<file path="src/rtl/fir_pkg.sv">
// ============================================================================
// Module      : fir_pkg
// Description : Shared types and helper functions for the parametrised FIR core
// Revision    : 1.0
// ============================================================================
`default_nettype none

package fir_pkg;

  typedef enum logic [1:0] {
    ST_IDLE = 2'd0,
    ST_MAC  = 2'd1,
    ST_OUT  = 2'd2
  } fir_state_t;

  // Saturation works on a fixed wide carrier so one function serves any width pair
  localparam int SAT_W = 64;

  typedef struct packed {
    logic                    sat;
    logic signed [SAT_W-1:0] value;
  } sat_res_t;

  function automatic int clog2(input int n);
    int r;
    r = 0;
    for (int i = 0; i < 31; i++) begin
      if ((1 << i) < n) r = i + 1;
    end
    return r;
  endfunction

  function automatic int acc_width(input int data_w, input int coef_w, input int taps);
    return data_w + coef_w + clog2(taps);
  endfunction

  function automatic sat_res_t saturate(input logic signed [SAT_W-1:0] v, input int out_w);
    logic signed [SAT_W-1:0] max_v;
    logic signed [SAT_W-1:0] min_v;
    sat_res_t                res;
    max_v = $signed((SAT_W'(1) << (out_w - 1)) - SAT_W'(1));
    min_v = ~max_v;
    if (v > max_v) begin
      res.sat   = 1'b1;
      res.value = max_v;
    end else if (v < min_v) begin
      res.sat   = 1'b1;
      res.value = min_v;
    end else begin
      res.sat   = 1'b0;
      res.value = v;
    end
    return res;
  endfunction

endpackage

`default_nettype wire

</file>
<file path="src/rtl/fir_mac_unit.sv">
// ============================================================================
// Module      : fir_mac_unit
// Description : Signed single-multiplier multiply-accumulate datapath
// Revision    : 1.0
// ============================================================================
`default_nettype none

module fir_mac_unit
  import fir_pkg::*;
#(
  parameter int DATA_W = 8,
  parameter int COEF_W = 8,
  parameter int ACC_W  = 19
) (
  input  logic              clk,
  input  logic              rst_n,
  input  logic [DATA_W-1:0] i_x,
  input  logic [COEF_W-1:0] i_h,
  input  logic              i_clear,
  input  logic              i_en,
  output logic [ACC_W-1:0]  o_acc,
  output logic [ACC_W-1:0]  o_sum
);

  localparam int PROD_W = DATA_W + COEF_W;

  logic signed [PROD_W-1:0] w_prod;
  logic signed [ACC_W-1:0]  w_sum;
  logic signed [ACC_W-1:0]  r_acc;

  assign w_prod = PROD_W'($signed(i_x)) * PROD_W'($signed(i_h));
  assign w_sum  = r_acc + ACC_W'(w_prod);

  always_ff @(posedge clk or negedge rst_n) begin
    if (!rst_n) begin
      r_acc <= '0;
    end else if (i_clear) begin
      r_acc <= '0;
    end else if (i_en) begin
      r_acc <= w_sum;
    end
  end

  assign o_acc = r_acc;
  // The final tap's sum leaves combinationally so the top can register it directly
  assign o_sum = w_sum;

endmodule

`default_nettype wire

</file>
<file path="src/rtl/fir_filter_param.sv">
// ============================================================================
// Module      : fir_filter_param
// Description : Time-multiplexed signed FIR with runtime coefficient loading
// Revision    : 1.0
// ============================================================================
`default_nettype none

module fir_filter_param
  import fir_pkg::*;
#(
  parameter int DATA_W = 8,
  parameter int COEF_W = 8,
  parameter int TAPS   = 8,
  parameter int OUT_W  = 11,
  parameter int SHIFT  = 0
) (
  input  logic              clk,
  input  logic              rst_n,
  input  logic [DATA_W-1:0] s_tdata,
  input  logic              s_tvalid,
  output logic              s_tready,
  input  logic              s_coef_load,
  output logic [OUT_W-1:0]  m_tdata,
  output logic              m_tvalid,
  input  logic              m_tready,
  output logic              m_sat,
  output logic              busy
);

  localparam int             ACC_W  = acc_width(DATA_W, COEF_W, TAPS);
  localparam int             K_W    = clog2(TAPS);
  localparam logic [K_W-1:0] K_LAST = K_W'(TAPS - 1);

  if (COEF_W > DATA_W) begin : g_check_coef_w
    $error("fir_filter_param: COEF_W must not exceed DATA_W");
  end
  if (TAPS < 2) begin : g_check_taps
    $error("fir_filter_param: TAPS must be at least 2");
  end

  fir_state_t              r_state;
  logic [DATA_W-1:0]       r_x [TAPS];
  logic [COEF_W-1:0]       r_h [TAPS];
  logic [K_W-1:0]          r_k;
  logic [OUT_W-1:0]        r_m_tdata;
  logic                    r_m_tvalid;
  logic                    r_m_sat;

  logic                    w_accept;
  logic                    w_load;
  logic                    w_sample;
  logic [ACC_W-1:0]        w_acc;
  logic [ACC_W-1:0]        w_sum;
  logic signed [ACC_W-1:0] w_shifted;
  logic signed [SAT_W-1:0] w_wide;
  sat_res_t                w_res;
  logic                    w_unused;

  assign s_tready = (r_state == ST_IDLE);
  assign busy     = (r_state != ST_IDLE);
  assign m_tdata  = r_m_tdata;
  assign m_tvalid = r_m_tvalid;
  assign m_sat    = r_m_sat;

  assign w_accept = s_tvalid & s_tready;
  assign w_load   = w_accept & s_coef_load;
  assign w_sample = w_accept & ~s_coef_load;

  fir_mac_unit #(
    .DATA_W (DATA_W),
    .COEF_W (COEF_W),
    .ACC_W  (ACC_W)
  ) u_mac (
    .clk     (clk),
    .rst_n   (rst_n),
    .i_x     (r_x[r_k]),
    .i_h     (r_h[r_k]),
    .i_clear (w_sample),
    .i_en    (r_state == ST_MAC),
    .o_acc   (w_acc),
    .o_sum   (w_sum)
  );

  assign w_shifted = $signed(w_sum) >>> SHIFT;
  assign w_wide    = SAT_W'(w_shifted);
  assign w_res     = saturate(w_wide, OUT_W);
  assign w_unused  = ^{w_acc, w_res.value[SAT_W-1:OUT_W]};

  always_ff @(posedge clk or negedge rst_n) begin
    if (!rst_n) begin
      r_state    <= ST_IDLE;
      r_k        <= '0;
      r_m_tdata  <= '0;
      r_m_tvalid <= 1'b0;
      r_m_sat    <= 1'b0;
      for (int i = 0; i < TAPS; i++) begin
        r_x[i] <= '0;
        r_h[i] <= (i == 0) ? COEF_W'(1) : '0;
      end
    end else begin
      case (r_state)
        ST_IDLE: begin
          if (w_load) begin
            // New coefficients invalidate history, so the delay line restarts from zero
            for (int i = 0; i < TAPS - 1; i++) begin
              r_h[i] <= r_h[i+1];
            end
            r_h[TAPS-1] <= s_tdata[COEF_W-1:0];
            for (int i = 0; i < TAPS; i++) begin
              r_x[i] <= '0;
            end
          end else if (w_sample) begin
            r_x[0] <= s_tdata;
            for (int i = 1; i < TAPS; i++) begin
              r_x[i] <= r_x[i-1];
            end
            r_k     <= '0;
            r_state <= ST_MAC;
          end
        end
        ST_MAC: begin
          if (r_k == K_LAST) begin
            r_m_tdata  <= w_res.value[OUT_W-1:0];
            r_m_sat    <= w_res.sat;
            r_m_tvalid <= 1'b1;
            r_k        <= '0;
            r_state    <= ST_OUT;
          end else begin
            r_k <= r_k + K_W'(1);
          end
        end
        ST_OUT: begin
          if (m_tready) begin
            r_m_tvalid <= 1'b0;
            r_state    <= ST_IDLE;
          end
        end
        default: r_state <= ST_IDLE;
      endcase
    end
  end

endmodule

`default_nettype wire

</file>
<file path="config.mk">
export PLATFORM = sky130hd
export DESIGN_NAME = fir_filter_param
export DESIGN_NICKNAME = d
export VERILOG_FILES = /design/src/rtl/fir_pkg.sv /design/src/rtl/fir_mac_unit.sv /design/src/rtl/fir_filter_param.sv
export SDC_FILE = /design/constraint.sdc
export NUM_CORES = 1
export LEC_CHECK = 0
export CAP_MARGIN = 10
export CORE_MARGIN = 10
export CORE_UTILIZATION = 50
export DETAILED_ROUTE_END_ITERATION = 12
export GPL_ROUTABILITY_DRIVEN = 0
export PLACE_DENSITY = 0.67
export SLEW_MARGIN = 15
export SYNTH_ARGS = -nofsm -noshare
export SYNTH_HDL_FRONTEND = slang
export SYNTH_SLANG_ARGS = --single-unit
</file>
<file path="constraint.sdc">
create_clock -name clk -period 9.7 [get_ports clk]
set_input_delay 1.94 -clock clk [delete_from_list [all_inputs] [get_ports clk]]
set_output_delay 1.94 -clock clk [all_outputs]
set_load 0.05 [all_outputs]
</file>
==> metrics <==
final cell area excluding filler cells 12200 sq um; Setup crit end kind flip-flop; initial antenna violation count 0; fmax 128.3 MHz; worst rel slew slack 0.3338; global route overflow 0; number of max-cap violations 0; Clock Skew 0.01617 ns; Final #Nets 1139; maximum fanout along the worst path 28; # port buffers 27; Worst Reg-to-Reg Cells 19; async set-or-reset flop fraction in the synthesized netlist 1.000; vias in the first global route 7406; die height 168.4 um; Worst Hold End m_tdata[10]; Post-CTS Hold Fix Bufs 0; number of synthesized flops with an enable pin 0; drt pass-1 iters 4; Post-synth top flop dfrtp_1; Final setup viols 0; CTS tree done; RSZ-0062 raised after global routing false; Die X 168.4 um; post-route ant nets 0; area occupied by multi-input gates 6324 sq um; IO Pins 28; Yosys warnings 0; CP cell instances mux4_2 -> mux2i_1 -> nor2b_2 -> fa_1 -> inv_1 -> fa_1 -> inv_1 -> fa_1 -> fa_1 -> ha_1 -> ha_1 -> nand3_1 -> a21oi_2 -> a2111oi_0 -> or3_1 -> xnor2_1 -> nand4b_1 -> o21ai_2 -> a31oi_1; CTS root buf clkbuf_16; Layout area overhead 10.75%; crit-path most repeated cell fa_1; final hold violation count 0; DRT Wirelength 22390 um; setup TNS 0 ns; r2r endpoint m_sat; Critical R2R Launch r_k[0]; wire length per cell 17.37 um; vias per inst 5.381; R2R Setup Slk 1.91 ns; Cell Area, Synth 11010 sq um; maximum clock path buffer count 2; CP Class reg2reg; Resized cells post-CTS 0; GRT Overall Usage 0.1655; CP startpoint kind flip-flop; fin. max-slew vios 0; total clock sinks 165; gate count of the mapped netlist 983; fin crit share 0.8032; Final HPWL DP 15510 um; CP arrival 8.08 ns; # diodes 0; HP Class reg2reg; H-Tree Depth 4; # DRC 0; clock slew at reported path FFs 0.08 ns; clock buffer count from CTS 17; share of layout cells above drive strength 1 0.1814; Skew-Pair Late Insertion Delay 0.44 ns; crit-path max cell delay 1.02 ns; postcts setup bufs 0; largest net degree at the start of global routing 90; most common cell after layout, fill and taps aside dfrtp_1; slowest stage cell, crit path dfrtp_2; Synth Register Bits 165; hold path depth 2; Syn Nets 1126; first-pass GRT wire length 38540 um; Fill cells 1804; sequential element share of the synthesized area 0.3751; sequential cell area 4131 sq um; Min Hold Slack 0.4750 ns; routed vias 6936; Core Box Area 21760 sq um; commonest cells after routing, fill and taps aside dfrtp_1 (163), inv_1 (99), nand2_1 (85); worst path required time 9.99 ns; dpl cell area 11540 sq um; status finished clean; post-layout util 0.5606; Period minus WS final 7.791 ns; DRT iter0 DRCs 346; Initial Util 0.5062; worst-margin pin slew 0.9994 ns; count of standard-cell rows 54; Die Footprint 28360 sq um; hold_sp m_tdata[10]; Synth Area per Inst 11.20 sq um; post-synthesis cell type count 54
area by class of cell:
type                    instances  area share
clock buffers                  17     0.03488
well taps                     280     0.02873
clock inverters                15     0.01836
multi-input cells             673      0.5185
flip-flops and latches        165      0.3388
repair buffers                 40     0.03027
inverters                      99     0.03047
flip-flops by register name (all words and copies together), names as in the netlist:
signal / flops
u_mac.o_acc: 19
m_tvalid: 1
r_h: 64
r_k: 3
m_sat: 1
r_x: 64
m_tdata: 11
r_state: 2
cell families after synthesis:
group / synth area share
mux: 0.1468
fa+ha+maj: 0.2050
simple gates: 0.1208
buf+inv: 0.05170
flops: 0.3751
compound gates: 0.08488
xor+xnor: 0.01579
metrics by stage:
stage	setup slack (ns)	cells
3_5_place_dp	1.759	1257
6_report	1.909	1289
3_3_place_gp	1.779	1257
5_1_grt	1.460	1289
2_1_floorplan	2.878	983
4_1_cts	1.666	1289
critical path, delay by kind of cell (launching register included):
| kind | cells | cell delay, ns |
|---|---|---|
| adders and majority gates | 6 | 2.87 |
| muxes | 2 | 1.27 |
| and+or+nand+nor | 4 | 1.13 |
| AOI/OAI and AO/OA | 4 | 1.05 |
| DFF | 1 | 1.02 |
| xor gates and xnor gates | 1 | 0.19 |
| buffers and inverters | 2 | 0.11 |
Yosys cell counts, types with 3 or more instances:
cell,count,share of area
inv_1,99,0.034
and3_1,4,0.0023
a21o_1,6,0.0041
or3_1,3,0.0017
mux4_2,32,0.065
buf_2,5,0.0023
a31oi_1,3,0.0017
xnor2_1,16,0.013
nand2_1,86,0.029
nor2b_1,12,0.0068
a21oi_1,10,0.0045
nor3_1,4,0.0018
a21oi_2,12,0.0095
a211oi_1,3,0.0020
dfrtp_1,164,0.37
nand2b_1,80,0.045
nand3_1,5,0.0023
ha_1,46,0.052
mux2_2,68,0.070
fa_1,84,0.15
nand2_2,9,0.0051
nor2_1,53,0.018
mux2i_1,13,0.012
o21ai_0,72,0.033
a2111oi_0,3,0.0024
clkbuf_1,37,0.013
a22o_1,16,0.013
or2_2,3,0.0017
per-layer routing:
metal | wire [um] | share of wire | vias up | track usage
met5 | 0 | 0 | - | 0
met4 | 289 | 0.013 | 0 | 0.04201
met3 | 801 | 0.036 | 29 | 0.03166
met2 | 10500 | 0.47 | 114 | 0.2671
met1 | 10800 | 0.48 | 3475 | 0.2249
li1 | - | - | 3318 | -
worst max path at each step:
stage          startpoint          to  cells after the start
6_report           r_k[0]       m_sat                     19
2_1_floorplan      r_k[1]  m_tdata[0]                     23
4_1_cts            r_k[0]       m_sat                     19
3_3_place_gp       r_k[0]       m_sat                     19
5_1_grt            r_k[0]       m_sat                     19
3_5_place_dp       r_k[0]       m_sat                     19
Power is not shown: default switching activity piles up to over one toggle a cycle in this logic, so the estimate is an artifact.
